**config.mk**
```make
export PLATFORM = sky130hd
export DESIGN_NAME = aes_block_uart_serializer_flat
export DESIGN_NICKNAME = d
export VERILOG_FILES = /design/src/rtl/aes_block_uart_serializer_if.sv /design/src/rtl/aes_block_uart_serializer.sv /design/src/flat_wrapper.sv
export SDC_FILE = /design/constraint.sdc
export NUM_CORES = 1
export LEC_CHECK = 0
export BUFFER_PORTS_ARGS = -buffer_cell sky130_fd_sc_hd__buf_2
export CAP_MARGIN = 10
export CORE_MARGIN = 5
export CORE_UTILIZATION = 55
export DETAILED_ROUTE_END_ITERATION = 12
export PLACE_DENSITY_LB_ADDON = 0.3
export SLEW_MARGIN = 30
export SYNTH_ARGS = -nofsm -noshare
export SYNTH_HDL_FRONTEND = slang
export SYNTH_SLANG_ARGS = --single-unit
export TNS_END_PERCENT = 30
```
**constraint.sdc**
```tcl
create_clock -name uart_clock -period 2.8 [get_ports uart_clock]
set_input_delay 0.42 -clock uart_clock [delete_from_list [all_inputs] [get_ports uart_clock]]
set_output_delay 0.42 -clock uart_clock [all_outputs]
set_load 0.01 [all_outputs]
```
**src/rtl/aes_block_uart_serializer_if.sv**
```systemverilog
// Block handshake between the AES result stage and the UART serializer.
// The master offers a block with valid/data; the slave answers with ready.
interface aes_block_uart_serializer_if #(
  parameter int BLOCK_BYTES = 16
);
  logic                     blk_valid;
  logic [8*BLOCK_BYTES-1:0] blk_data;
  logic                     blk_ready;

  modport master (output blk_valid, output blk_data, input blk_ready);
  modport slave  (input blk_valid, input blk_data, output blk_ready);
endinterface

```
**src/rtl/aes_block_uart_serializer.sv**
```systemverilog
// Slices one AES result block into bytes and feeds them, one at a time, to a
// level-start / ready UART transmitter. The next byte waits for full completion.
module aes_block_uart_serializer #(
  parameter int BLOCK_BYTES = 16,
  parameter bit MSB_FIRST   = 1'b1,
  parameter int GAP_CYCLES  = 2,
  parameter int ACK_TIMEOUT = 255
) (
  input  logic                              uart_clock,
  input  logic                              uart_reset,
  aes_block_uart_serializer_if.slave        blk,
  output logic                              tx_start,
  output logic [7:0]                        tx_data,
  input  logic                              tx_ready,
  output logic                              busy,
  output logic [3:0]                        byte_idx,
  output logic                              done,
  output logic                              err
);
  localparam int W  = 8 * BLOCK_BYTES;
  localparam int GW = $clog2(GAP_CYCLES + 1);
  localparam int TW = $clog2(ACK_TIMEOUT + 1);
  localparam logic [3:0]    LAST_IDX = 4'(BLOCK_BYTES - 1);
  localparam logic [GW-1:0] GAP_END  = GW'(GAP_CYCLES);
  localparam logic [TW-1:0] TO_END   = TW'(ACK_TIMEOUT);

  typedef enum logic [1:0] {
    S_IDLE      = 2'd0,
    S_GAP       = 2'd1,
    S_START     = 2'd2,
    S_WAIT_DONE = 2'd3
  } state_t;

  function automatic logic [7:0] head_byte(input logic [W-1:0] v);
    if (MSB_FIRST) head_byte = v[W-1 -: 8];
    else           head_byte = v[7:0];
  endfunction

  function automatic logic [W-1:0] next_shift(input logic [W-1:0] v);
    if (MSB_FIRST) next_shift = v << 4'd8;
    else           next_shift = v >> 4'd8;
  endfunction

  state_t        state_r, state_nx_s;
  logic [W-1:0]  shift_r, shift_nx_s;
  logic [GW-1:0] gap_r, gap_nx_s;
  logic [TW-1:0] to_r, to_nx_s, to_inc_s;
  logic [3:0]    byte_idx_r, byte_idx_nx_s;
  logic [7:0]    tx_data_r, tx_data_nx_s;
  logic          tx_start_r, tx_start_nx_s;
  logic          blk_ready_r, blk_ready_nx_s;
  logic          busy_r, busy_nx_s;
  logic          done_r, done_nx_s;
  logic          err_r, err_nx_s;

  // Next-state and next-output logic for the byte sequencer.
  always_comb begin
    state_nx_s     = state_r;
    shift_nx_s     = shift_r;
    gap_nx_s       = gap_r;
    to_nx_s        = to_r;
    to_inc_s       = to_r + TW'(1'b1);
    byte_idx_nx_s  = byte_idx_r;
    tx_data_nx_s   = tx_data_r;
    tx_start_nx_s  = tx_start_r;
    blk_ready_nx_s = blk_ready_r;
    busy_nx_s      = busy_r;
    done_nx_s      = 1'b0;
    err_nx_s       = err_r;
    case (state_r)
      S_IDLE: begin
        blk_ready_nx_s = 1'b1;
        tx_start_nx_s  = 1'b0;
        busy_nx_s      = 1'b0;
        if (blk.blk_valid && blk_ready_r) begin
          shift_nx_s     = blk.blk_data;
          tx_data_nx_s   = head_byte(blk.blk_data);
          err_nx_s       = 1'b0;
          busy_nx_s      = 1'b1;
          byte_idx_nx_s  = 4'd0;
          gap_nx_s       = {GW{1'b0}};
          blk_ready_nx_s = 1'b0;
          state_nx_s     = S_GAP;
        end else begin
          state_nx_s = S_IDLE;
        end
      end
      S_GAP: begin
        // The gap only counts clocks where the transmitter reports idle.
        if (!tx_ready) begin
          gap_nx_s = {GW{1'b0}};
        end else if (gap_r >= GAP_END) begin
          to_nx_s       = {TW{1'b0}};
          tx_start_nx_s = 1'b1;
          state_nx_s    = S_START;
        end else begin
          gap_nx_s = gap_r + GW'(1'b1);
        end
      end
      S_START: begin
        if (!tx_ready) begin
          tx_start_nx_s = 1'b0;
          state_nx_s    = S_WAIT_DONE;
        end else if (to_inc_s == TO_END) begin
          err_nx_s       = 1'b1;
          tx_start_nx_s  = 1'b0;
          busy_nx_s      = 1'b0;
          blk_ready_nx_s = 1'b1;
          state_nx_s     = S_IDLE;
        end else begin
          to_nx_s = to_inc_s;
        end
      end
      S_WAIT_DONE: begin
        if (tx_ready) begin
          if (byte_idx_r == LAST_IDX) begin
            done_nx_s      = 1'b1;
            busy_nx_s      = 1'b0;
            blk_ready_nx_s = 1'b1;
            state_nx_s     = S_IDLE;
          end else begin
            shift_nx_s    = next_shift(shift_r);
            tx_data_nx_s  = head_byte(next_shift(shift_r));
            byte_idx_nx_s = byte_idx_r + 4'd1;
            gap_nx_s      = {GW{1'b0}};
            state_nx_s    = S_GAP;
          end
        end else begin
          state_nx_s = S_WAIT_DONE;
        end
      end
      default: begin
        tx_start_nx_s  = 1'b0;
        busy_nx_s      = 1'b0;
        blk_ready_nx_s = 1'b1;
        state_nx_s     = S_IDLE;
      end
    endcase
  end

  // State and registered-output flops; reset discards any block in flight.
  always_ff @(posedge uart_clock or negedge uart_reset) begin
    if (!uart_reset) begin
      state_r     <= S_IDLE;
      shift_r     <= {W{1'b0}};
      gap_r       <= {GW{1'b0}};
      to_r        <= {TW{1'b0}};
      byte_idx_r  <= 4'd0;
      tx_data_r   <= 8'h00;
      tx_start_r  <= 1'b0;
      blk_ready_r <= 1'b1;
      busy_r      <= 1'b0;
      done_r      <= 1'b0;
      err_r       <= 1'b0;
    end else begin
      state_r     <= state_nx_s;
      shift_r     <= shift_nx_s;
      gap_r       <= gap_nx_s;
      to_r        <= to_nx_s;
      byte_idx_r  <= byte_idx_nx_s;
      tx_data_r   <= tx_data_nx_s;
      tx_start_r  <= tx_start_nx_s;
      blk_ready_r <= blk_ready_nx_s;
      busy_r      <= busy_nx_s;
      done_r      <= done_nx_s;
      err_r       <= err_nx_s;
    end
  end

  assign blk.blk_ready = blk_ready_r;
  assign tx_start      = tx_start_r;
  assign tx_data       = tx_data_r;
  assign busy          = busy_r;
  assign byte_idx      = byte_idx_r;
  assign done          = done_r;
  assign err           = err_r;
endmodule

```
**src/flat_wrapper.sv**
```systemverilog
// flat-port wrapper written by rule: the top's interface ports become plain ports
module aes_block_uart_serializer_flat 
#(
  parameter int BLOCK_BYTES = 16,
  parameter bit MSB_FIRST   = 1'b1,
  parameter int GAP_CYCLES  = 2,
  parameter int ACK_TIMEOUT = 255
)
  (uart_clock, uart_reset, tx_start, tx_data, tx_ready, busy, byte_idx, done, err, blk_blk_valid, blk_blk_data, blk_blk_ready);
  aes_block_uart_serializer_if #(.BLOCK_BYTES(BLOCK_BYTES)) blk_i ();
  input  logic uart_clock;
  input  logic uart_reset;
  output logic tx_start;
  output logic [7:0] tx_data;
  input  logic tx_ready;
  output logic busy;
  output logic [3:0] byte_idx;
  output logic done;
  output logic err;
  input wire logic [$bits(blk_i.blk_valid)-1:0] blk_blk_valid;
  input wire logic [$bits(blk_i.blk_data)-1:0] blk_blk_data;
  output wire logic [$bits(blk_i.blk_ready)-1:0] blk_blk_ready;
  assign blk_i.blk_valid = blk_blk_valid;
  assign blk_i.blk_data = blk_blk_data;
  assign blk_blk_ready = blk_i.blk_ready;
  aes_block_uart_serializer #(.BLOCK_BYTES(BLOCK_BYTES), .MSB_FIRST(MSB_FIRST), .GAP_CYCLES(GAP_CYCLES), .ACK_TIMEOUT(ACK_TIMEOUT)) u_core (.uart_clock(uart_clock), .uart_reset(uart_reset), .blk(blk_i), .tx_start(tx_start), .tx_data(tx_data), .tx_ready(tx_ready), .busy(busy), .byte_idx(byte_idx), .done(done), .err(err));
endmodule
```
# Yosys cells after proc, flatten, opt, wreduce, memory -nomap -nowiden
# Index checks and enable logic that the tools add are counted.
[classes]
add_sub_neg = 3
n_lt_le_gt_ge = 1
eq_ne = 16
muxes = 52
reduce_logical = 15
[op_table]
columns = ["operator", "n"]
rows = [
  ["120-bit two-way mux", 3],
  ["120-bit one-hot mux with 2 select lines", 1],
  ["8-bit two-way mux", 7],
  ["8-bit one-hot mux with 2 select lines", 2],
  ["2-bit two-way mux", 10],
  ["1-bit two-way mux", 19],
  ["5-bit AND reduction", 3],
  ["4-bit two-way mux", 3],
  ["4-bit AND reduction", 3],
  ["2-bit != test (second input constant)", 5],
  ["1-bit one-hot mux with 3 select lines", 3],
  ["3-bit nonzero test", 3],
  ["8-bit by 1-bit adder with 8-bit output (second input constant)", 1],
  ["8-bit == test (second input constant)", 1],
  ["2-bit by 1-bit != test with 1-bit output (second input constant)", 4],
  ["2-bit one-hot mux with 4 select lines", 1],
  ["4-bit one-hot mux with 2 select lines", 1],
  ["2-bit one-hot mux with 3 select lines", 1],
  ["2-bit nonzero test", 3],
  ["4-bit by 1-bit adder with 4-bit output (second input constant)", 1],
  ["2-bit == test (second input constant)", 2],
  ["4-bit == test (second input constant)", 1],
  ["3-bit by 2-bit != test with 1-bit output (second input constant)", 1],
  ["3-bit != test (second input constant)", 1],
  ["other kinds (7)", 7],
]
[word_totals]
regBits = 149
inputBits = 132
output_inout_bits = 17
word_cells = 98

# Logic depth before layout (Yosys ltp)
# Gate-level depths: netlist (run 1).
[depth]
depth_word = 5
ltp_mapped = 10
mapped_depth_nobuf = 7

# Least setup slack after synthesis (run 1)
# Ideal clock, no wire load.
[synth_path]
path_kind = "register to register"
from = "register u_core.to_r[0]"
to = "register u_core.to_r[0]"
setup_time_ns = 0.079
t_arrival_ns = 1.741
required_ns = 2.721
path_slack_ns = 0.979
path_stages_with_launch = 7
n_path_buf = 0
period_less_slack_ns = 1.821
cell_sequence = "dfrtp_1 > ha_1 > and3_1 > xnor2_1 > a211o_1 > o21ai_4 > mux2i_1"
[synth_via]
elab_chain_cells = 4
elab_cells_between_ends = 7
classes_between = "1 x add/sub; 2 x eq/ne; 3 x mux; 1 x reduce/logical"
[synth_rtl]
columns = ["item", "line", "text"]
rows = [
  ["from (decl)", "aes_block_uart_serializer.sv:47", "logic [TW-1:0] to_r, to_nx_s, to_inc_s;"],
  ["from (signal assigned)", "aes_block_uart_serializer.sv:147", "to_r <= {TW{1'b0}};"],
  ["from (signal assigned)", "aes_block_uart_serializer.sv:159", "to_r <= to_nx_s;"],
  ["8-bit by 1-bit adder with 8-bit output *", "aes_block_uart_serializer.sv:62", "to_inc_s = to_r + TW'(1'b1);"],
  ["8-bit == test or 8-bit two-way mux (tied branches)", "aes_block_uart_serializer.sv:104", "end else if (to_inc_s == TO_END) begin"],
  ["2-bit != test (no line) or 8-bit two-way mux (tied branches)", "--", ""],
  ["5-bit AND reduction (no line) or 8-bit one-hot mux with 2 select lines (tied branches)", "--", ""],
]
# Every way passes the cells marked *; elsewhere a longest branch is shown, timed or not. The select of a mux whose other input is x is not followed.
# A chain may end at the register's enable or synchronous reset.

# Worst setup path after layout (run 1)
[layout_path]
from = "register u_core.state_r[1]"
to = "register u_core.shift_r[116]"
[layout_via]
elab_chain_cells = 3
elab_cells_between_ends = 8
classes_between = "4 x eq/ne; 1 x mux; 3 x reduce/logical"
[layout_rtl]
columns = ["item", "line", "text"]
rows = [
  ["from (decl)", "aes_block_uart_serializer.sv:44", "state_t state_r, state_nx_s;"],
  ["from (signal assigned)", "aes_block_uart_serializer.sv:156", "state_r <= state_nx_s;"],
  ["2-bit == test or 2-bit zero test (tied branches)", "aes_block_uart_serializer.sv:70", "case (state_r)"],
  ["2-bit != test (no line), or another cell as far along", "--", ""],
  ["4-bit AND reduction (no line)", "--", ""],
  ["to (signal assigned)", "aes_block_uart_serializer.sv:145", "shift_r <= {W{1'b0}};"],
  ["to (signal assigned)", "aes_block_uart_serializer.sv:157", "shift_r <= shift_nx_s;"],
  ["to (decl)", "aes_block_uart_serializer.sv:45", "logic [W-1:0] shift_r, shift_nx_s;"],
]
# Several ways; a longest one is shown, not always the timed one.

==> results of run 1 <==
-- flip-flops by register name (all words and copies together), names as in the netlist --
name,flops
u_core.state_r,2
u_core.gap_r,2
u_core.done,1
u_core.err,1
u_core.busy,1
u_core.byte_idx,4
u_core.tx_start,1
u_core.blk.blk_ready,1
u_core.to_r,8
u_core.tx_data,8
u_core.shift_r,120
-- area by class of cell --
cell class                 count  area [um^2]
tap                          172        215.2
timing repair buffer         157        889.6
multi-input combinational    468         2948
clock buffer                  22        484.2
fill                         988         4063
sequential                   149         3730
inverter                       3        11.26
clock inverter                 9        125.1
-- metrics by stage --
step / cells / hold WS (ns) / instance area (um^2) / setup slack (ns)
detailed placement: 949 / 0.4656 / 7794 / 0.7393
global placement: 949 / 0.4571 / 7794 / 0.8067
global route: 980 / 0.05184 / 8403 / 0.5074
floorplan: 664 / 0.1244 / 6908 / 0.9795
finish: 980 / -0.01265 / 8403 / 0.6581
CTS: 980 / 0.01452 / 8403 / 0.7153
-- power by group through the flow --
stage / logic, mW / registers [mW] / clock network [mW]
2_1_floorplan: 1.81 / 3.52 / 0
3_3_place_gp: 2.30 / 3.62 / 0
3_5_place_dp: 2.44 / 3.67 / 0
4_1_cts: 2.46 / 3.65 / 2.38
5_1_grt: 2.76 / 3.77 / 2.48
6_report: 2.42 / 3.65 / 2.34
-- placed cells by master (no fill, tap or decap), types with 7 or more instances in the layout --
master,instances
dfrtp_1,148
buf_2,147
nand2_1,134
mux2i_1,122
o21ai_0,115
clkbuf_16,17
o21ai_1,16
nor2_1,15
a22o_1,11
nand3_1,7
-- Yosys cell counts, types with 6 or more instances --
cell type  instances  area share [%]
o21ai_0          115             8.3
buf_2             18             1.3
buf_4              9            0.98
clkbuf_1          17            0.92
nand3_1            7            0.51
mux2i_1          122              18
dfrtp_1          148              54
a21oi_1            6            0.43
nand2_1          134             7.3
nor2_1            15            0.82
a22o_1            11             1.4
o21ai_1           16             1.2
-- kinds of logic (layout without fill, tap and decap cells) --
| family | Yosys count | after routing |
|---|---|---|
| AND/OR/NAND/NOR | 177 | 177 |
| AO/OA/AOI/OAI | 160 | 160 |
| flip-flops | 149 | 149 |
| multiplexers | 125 | 125 |
| buffers and inverters | 47 | 191 |
| adder cells (fa/ha/maj) | 4 | 4 |
| XOR/XNOR | 2 | 2 |
-- routing by layer --
metal / vias up / track usage [%]
met5: - / 0
met4: 4 / 11.13
met3: 33 / 7.335
met2: 140 / 35.91
met1: 2524 / 27.56
li1: 2575 / -
-- worst max path at each step --
stage	from	end	cells past startpoint
after floorplan	u_core.to_r[0]	u_core.to_r[0]	6
after global placement	u_core.byte_idx[1]	u_core.byte_idx[2]	7
after detailed placement	u_core.byte_idx[0]	u_core.shift_r[100]	6
after CTS	u_core.byte_idx[1]	u_core.shift_r[89]	6
after global routing	u_core.byte_idx[1]	u_core.shift_r[58]	7
final	u_core.state_r[1]	u_core.shift_r[116]	4
==> impl_metrics.py, run 1 <==
metrics = {
    "status": {
        "outcome": "finished with violations",
        "violations": "negative hold slack",
    },
    "cells_and_area": {
        "n_antenna_cell": 0,
        "post-route-util_pct": 67.41,
        "syn_to_final_growth_pct": 21.64,
        "drive_gt1_share_pct": 24.38,
        "final_nets": 932,
    },
    "timing": {
        "rsz0062_at_grt": "false",
        "min_period_over_period_pct": 76.50,
        "fmax_mhz": 466.9,
        "hold_slack_ns": -0.01265,
        "fin_tns_setup_ns": 0,
        "worst_clock_skew_ns": 0.007021,
        "slew_headroom_pct": 33.93,
        "worst_pin_slew_ns": 0.9911,
        "finalCriticalPeriod_ns": 2.142,
        "slew_violations": 0,
        "final_hold_viol_count": 6,
        "setup_viol": 0,
    },
    "critical_path": {
        "r2r_cells": 4,
        "worstSetupPathType": "flop to flop",
        "critPathSlowestCell": "dfrtp_1",
        "worstReg2RegStart": "u_core.state_r[1]",
        "critPathMaxStageDelay_ns": 0.49,
        "path_cells": "and2_4 -> buf_12 -> mux2i_1 -> o21ai_0",
        "reg2reg_to": "u_core.shift_r[116]",
        "critPathMaxFanout": 120,
        "crit_path_end_kind": "flop",
        "crit_arrival_ns": 2.42,
        "crit_required_ns": 3.08,
        "r2r_slack_ns": 0.66,
        "critPathTopFamily": "flip-flops",
        "cp-start-kind": "flop",
        "path_buf_inv": 1,
    },
    "logic_synthesis": {
        "synth_area_mm2": 0.006908,
        "syn_inst": 664,
        "ys_types": 38,
        "synth_async_sr_flop_share_pct": 100.0,
        "synth_edf_count": 0,
        "synth_area_per_cell_um2": 10.40,
        "synth_top_family_by_area": "multiplexers",
        "synth_mux_area_share_pct": 18.17,
        "yosys.area_share.simple_pct": 10.69,
        "yosys_warnings": 0,
        "ys_seq_area_share_pct": 53.99,
        "syn-num-nets": 800,
        "synth_compound_area_share_pct": 12.81,
        "ys_ff_latch": 149,
        "synth-main-ff-cell": "dfrtp_1",
        "synthAdderAreaFrac_pct": 0.7245,
        "synth-xor-area-share_pct": 0.2536,
    },
    "clocking": {
        "clock-sinks": 149,
        "h-tree-depth": 4,
        "postCtsHoldBufs": 0,
        "numCtsBuffers": 17,
        "cts_root_buf": "clkbuf_16",
        "postCtsSetupRepairBufs": 0,
        "clk_latency_ns": 0.42,
        "tritoncts": "done",
        "clk_pin_slew_ns": 0.06,
        "post_cts_resized": 0,
        "cts_buffer_depth": 2,
    },
    "floorplan": {
        "dieWidth_um": 122.1,
        "start_util_pct": 55.42,
        "core-area_mm2": 0.01247,
        "row_count": 41,
        "die-area_mm2": 0.01490,
        "die_h_um": 122.1,
        "top_level_ports": 149,
    },
    "global_routing": {
        "grt_max_degree": 121,
        "antenna_found_initial": 2,
        "first_global_vias": 5544,
        "track_usage_pct": 22.49,
        "grt_pass1_wl_mm": 26.14,
        "overflow": 0,
    },
    "job": {
        "drv_cap": 0,
    },
    "pwr": {
        "total_power_mw": 8.409,
        "p_int_mw": 5.635,
        "clkPwrFrac_pct": 27.8,
        "comb_power_share_pct": 28.8,
        "power_per_cell_area_mw_per_mm2": 1001,
        "leakage_nw": 3.940,
        "switching_share_pct": 32.99,
        "power.switching_mw": 2.774,
        "vdd_drop_max_mv": 0.5300,
        "pwr-share-seq_pct": 43.4,
    },
    "drt": {
        "vias": 5276,
        "wl_met1_mm": 6.489,
        "drt-total-wl_mm": 15.79,
        "dr.pass1.iters": 4,
        "dr_wl_met3_mm": 1.035,
        "post_drt_wl_per_cell_um": 16.11,
        "vias_per_cell": 5.384,
        "drcViolationCount": 0,
        "top_layer": "met5",
        "wl_met2_mm": 7.866,
        "first_iter_violations": 313,
        "postRouteAntennaNets": 0,
    },
    "worst_hold_path": {
        "min_path_type": "input port to asynchronous set/reset pin",
    },
    "placed_design": {
        "gp_congestion": 0.8330,
        "portBuffers": 148,
        "dpl.hpwl_mm": 10.94,
    },
}
Note: power is estimated with default switching activity, not from simulation.
==> inputs of run 2 (changes only) <==
--- a/config.mk
+++ b/config.mk
@@ -8,7 +8,7 @@
 export BUFFER_PORTS_ARGS = -buffer_cell sky130_fd_sc_hd__buf_2
 export CAP_MARGIN = 10
 export CORE_MARGIN = 5
-export CORE_UTILIZATION = 55
+export CORE_UTILIZATION = 49
 export DETAILED_ROUTE_END_ITERATION = 12
 export PLACE_DENSITY_LB_ADDON = 0.3
 export SLEW_MARGIN = 30
==> constraint.sdc (replaced) <==
create_clock -name uart_clock -period 1.9 [get_ports uart_clock]
set_input_delay 0.285 -clock uart_clock [delete_from_list [all_inputs] [get_ports uart_clock]]
set_output_delay 0.285 -clock uart_clock [all_outputs]
set_load 0.01 [all_outputs]
==> run 2 against run 1 <==
Against the previous run: the flow now finishes without violations; combinational power grew 57%; critical path depth grew 2; final cell count grew 2.9%; non-clock buffer count grew 18; total power grew 52%; sequential power grew 47%; global-route usage shrank 2.4 points; die area grew 11%; via count grew 0.30%; count of clock-buffer cells in the layout grew 1; clock power grew 55%; critical endpoint is now u_core.to_r[1].
==> impl_metrics.py, run 2 (same netlist as run 1, synthesis figures left out) <==
metrics = {
    "worst_hold_path": {
        "min_path_type": "input port to flop",
    },
    "clocking": {
        "cts_root_buf": "clkbuf_16",
        "tritoncts": "done",
        "clk_latency_ns": 0.42,
        "numCtsBuffers": 17,
        "h-tree-depth": 4,
        "cts_buffer_depth": 2,
        "clock-sinks": 149,
        "clk_pin_slew_ns": 0.06,
    },
    "floorplan": {
        "start_util_pct": 49.96,
        "dieWidth_um": 128.7,
        "row_count": 43,
        "die_h_um": 128.7,
        "die-area_mm2": 0.01657,
        "core-area_mm2": 0.01383,
        "top_level_ports": 149,
    },
    "timing": {
        "worst_clock_skew_ns": 0.007169,
        "worst_pin_slew_ns": 0.5195,
        "min_period_over_period_pct": 95.66,
        "fmax_mhz": 550.2,
        "final_hold_viol_count": 0,
        "slew_headroom_pct": 65.37,
        "rsz0062_at_grt": "false",
        "finalCriticalPeriod_ns": 1.818,
        "slew_violations": 0,
        "setup_viol": 0,
    },
    "status": {
        "outcome": "complete, no violations",
    },
    "critical_path": {
        "crit_arrival_ns": 2.15,
        "critPathMaxFanout": 5,
        "worstSetupPathType": "flop to flop",
        "cp-start-kind": "flop",
        "crit_required_ns": 2.23,
        "crit_path_end_kind": "flop",
    },
    "cells_and_area": {
        "n_antenna_cell": 0,
        "final_cells": 1008,
        "regMostFlops": "u_core.shift_r",
        "final_nets": 951,
        "layout_commonest_cell": "buf_2",
        "largest_reg_flops": 120,
        "mostFrequentLayoutCells": "147 x buf_2, 144 x dfrtp_1, 134 x nand2_1",
        "fill_cells": 1115,
        "drive_gt1_share_pct": 27.05,
        "syn_to_final_growth_pct": 26.50,
    },
    "global_routing": {
        "overflow": 0,
        "grt_max_degree": 71,
        "first_global_vias": 5598,
        "antenna_found_initial": 0,
        "track_usage_pct": 20.07,
        "grt_pass1_wl_mm": 26.41,
    },
    "pwr": {
        "vdd_drop_max_mv": 0.6894,
        "total_power_mw": 12.79,
        "power_per_cell_area_mw_per_mm2": 1464,
        "leakage_nw": 4.079,
    },
    "drt": {
        "drcViolationCount": 0,
        "vias_per_cell": 5.250,
        "postRouteAntennaNets": 0,
        "first_iter_violations": 312,
        "drt-total-wl_mm": 16.00,
        "dr.pass1.iters": 4,
        "vias": 5292,
        "post_drt_wl_per_cell_um": 15.87,
    },
    "job": {
        "drv_cap": 0,
    },
    "placed_design": {
        "portBuffers": 148,
        "gp_congestion": 0.8315,
        "dpl.hpwl_mm": 11.46,
        "placed_cells_incl_taps": 972,
    },
}
[run 2: changes by cell type in the layout (fill, tap and decap cells not counted), moves of 3 or more]
cell	previous run	this run
dfrtp_2	0	4
dfrtp_1	148	144
buf_12	6	9
clkbuf_1	1	4
buf_4	3	14
[run 2: area by class of cell]
class / instances / area [um^2] / area share, %
sequential: 149 / 3735 / 42.74
timing repair buffer: 175 / 1122 / 12.84
clock inverter: 9 / 173.9 / 1.990
clock buffer: 23 / 467.9 / 5.355
multi-input combinational: 469 / 3003 / 34.36
tap: 180 / 225.2 / 2.577
inverter: 3 / 11.26 / 0.1289
[run 2: per-layer routing]
metal / part of all wire (%) / vias to the layer above / global-route usage [%]
met1: 41 / 2533 / 24.66
met5: 0 / - / 0
met4: 1.6 / 0 / 6.918
li1: - / 2622 / -
met2: 51 / 115 / 34.15
met3: 6.1 / 22 / 5.562
[run 2: final timing paths]
| kind | startpoint | to | slack (ns) | depth (start not counted) |
|---|---|---|---|---|
| worst max-delay path | u_core.to_r[0] | u_core.to_r[1] | 0.08 | 6 |
| worst min-delay path | blk_blk_data[4] | u_core.shift_r[4] | 0.1 | 2 |
| worst max register to register | u_core.to_r[0] | u_core.to_r[1] | 0.08 | 6 |
| worst min register to register | u_core.tx_data[7] | u_core.tx_data[7] | 0.48 | 2 |
| max in group asynchronous | uart_reset | u_core.blk.blk_ready | 0.86 | 3 |
| min in group asynchronous | uart_reset | u_core.shift_r[38] | 0.41 | 2 |
[run 2: report_power, final]
part / leakage, nW / switching, mW / internal, mW
combinational: 1.88 / 2.04 / 1.76
clock: 0.315 / 1.22 / 2.40
sequential: 1.88 / 0.833 / 4.54
total: 4.08 / 4.09 / 8.70
[run 2: through the flow]
step                      hold WS, ns  setup TNS, ns  cell area (um^2)  util, %  setup slack, ns
after floorplan              -0.01059              0              6908        -          0.07948
after global placement         0.2755              0              7979    57.71          0.04824
after detailed placement       0.2796       -0.04173              7979    57.71         -0.02776
after CTS                     0.07831              0              8640    62.48         0.009842
after global routing          0.09382              0              8738    63.20         0.006371
final                         0.09747              0              8738    63.20          0.08239
[run 2: repair_timing]
action	CTS	global route
resized for setup	0	14
cloned	1	1
setup buffers	0	1
hold buffers	1	0
pin swaps	2	2
endpoints found under the setup margin	2	56
endpoints found under the hold margin	48	0
[run 2: worst max-delay path: stages, from the launching register on]
cell and delay (ns):
dfrtp_2 0.44, ha_4 0.18, and3_4 0.18, xnor2_1 0.14, a211o_4 0.35, o21ai_4 0.23
mux2i_1 0.22
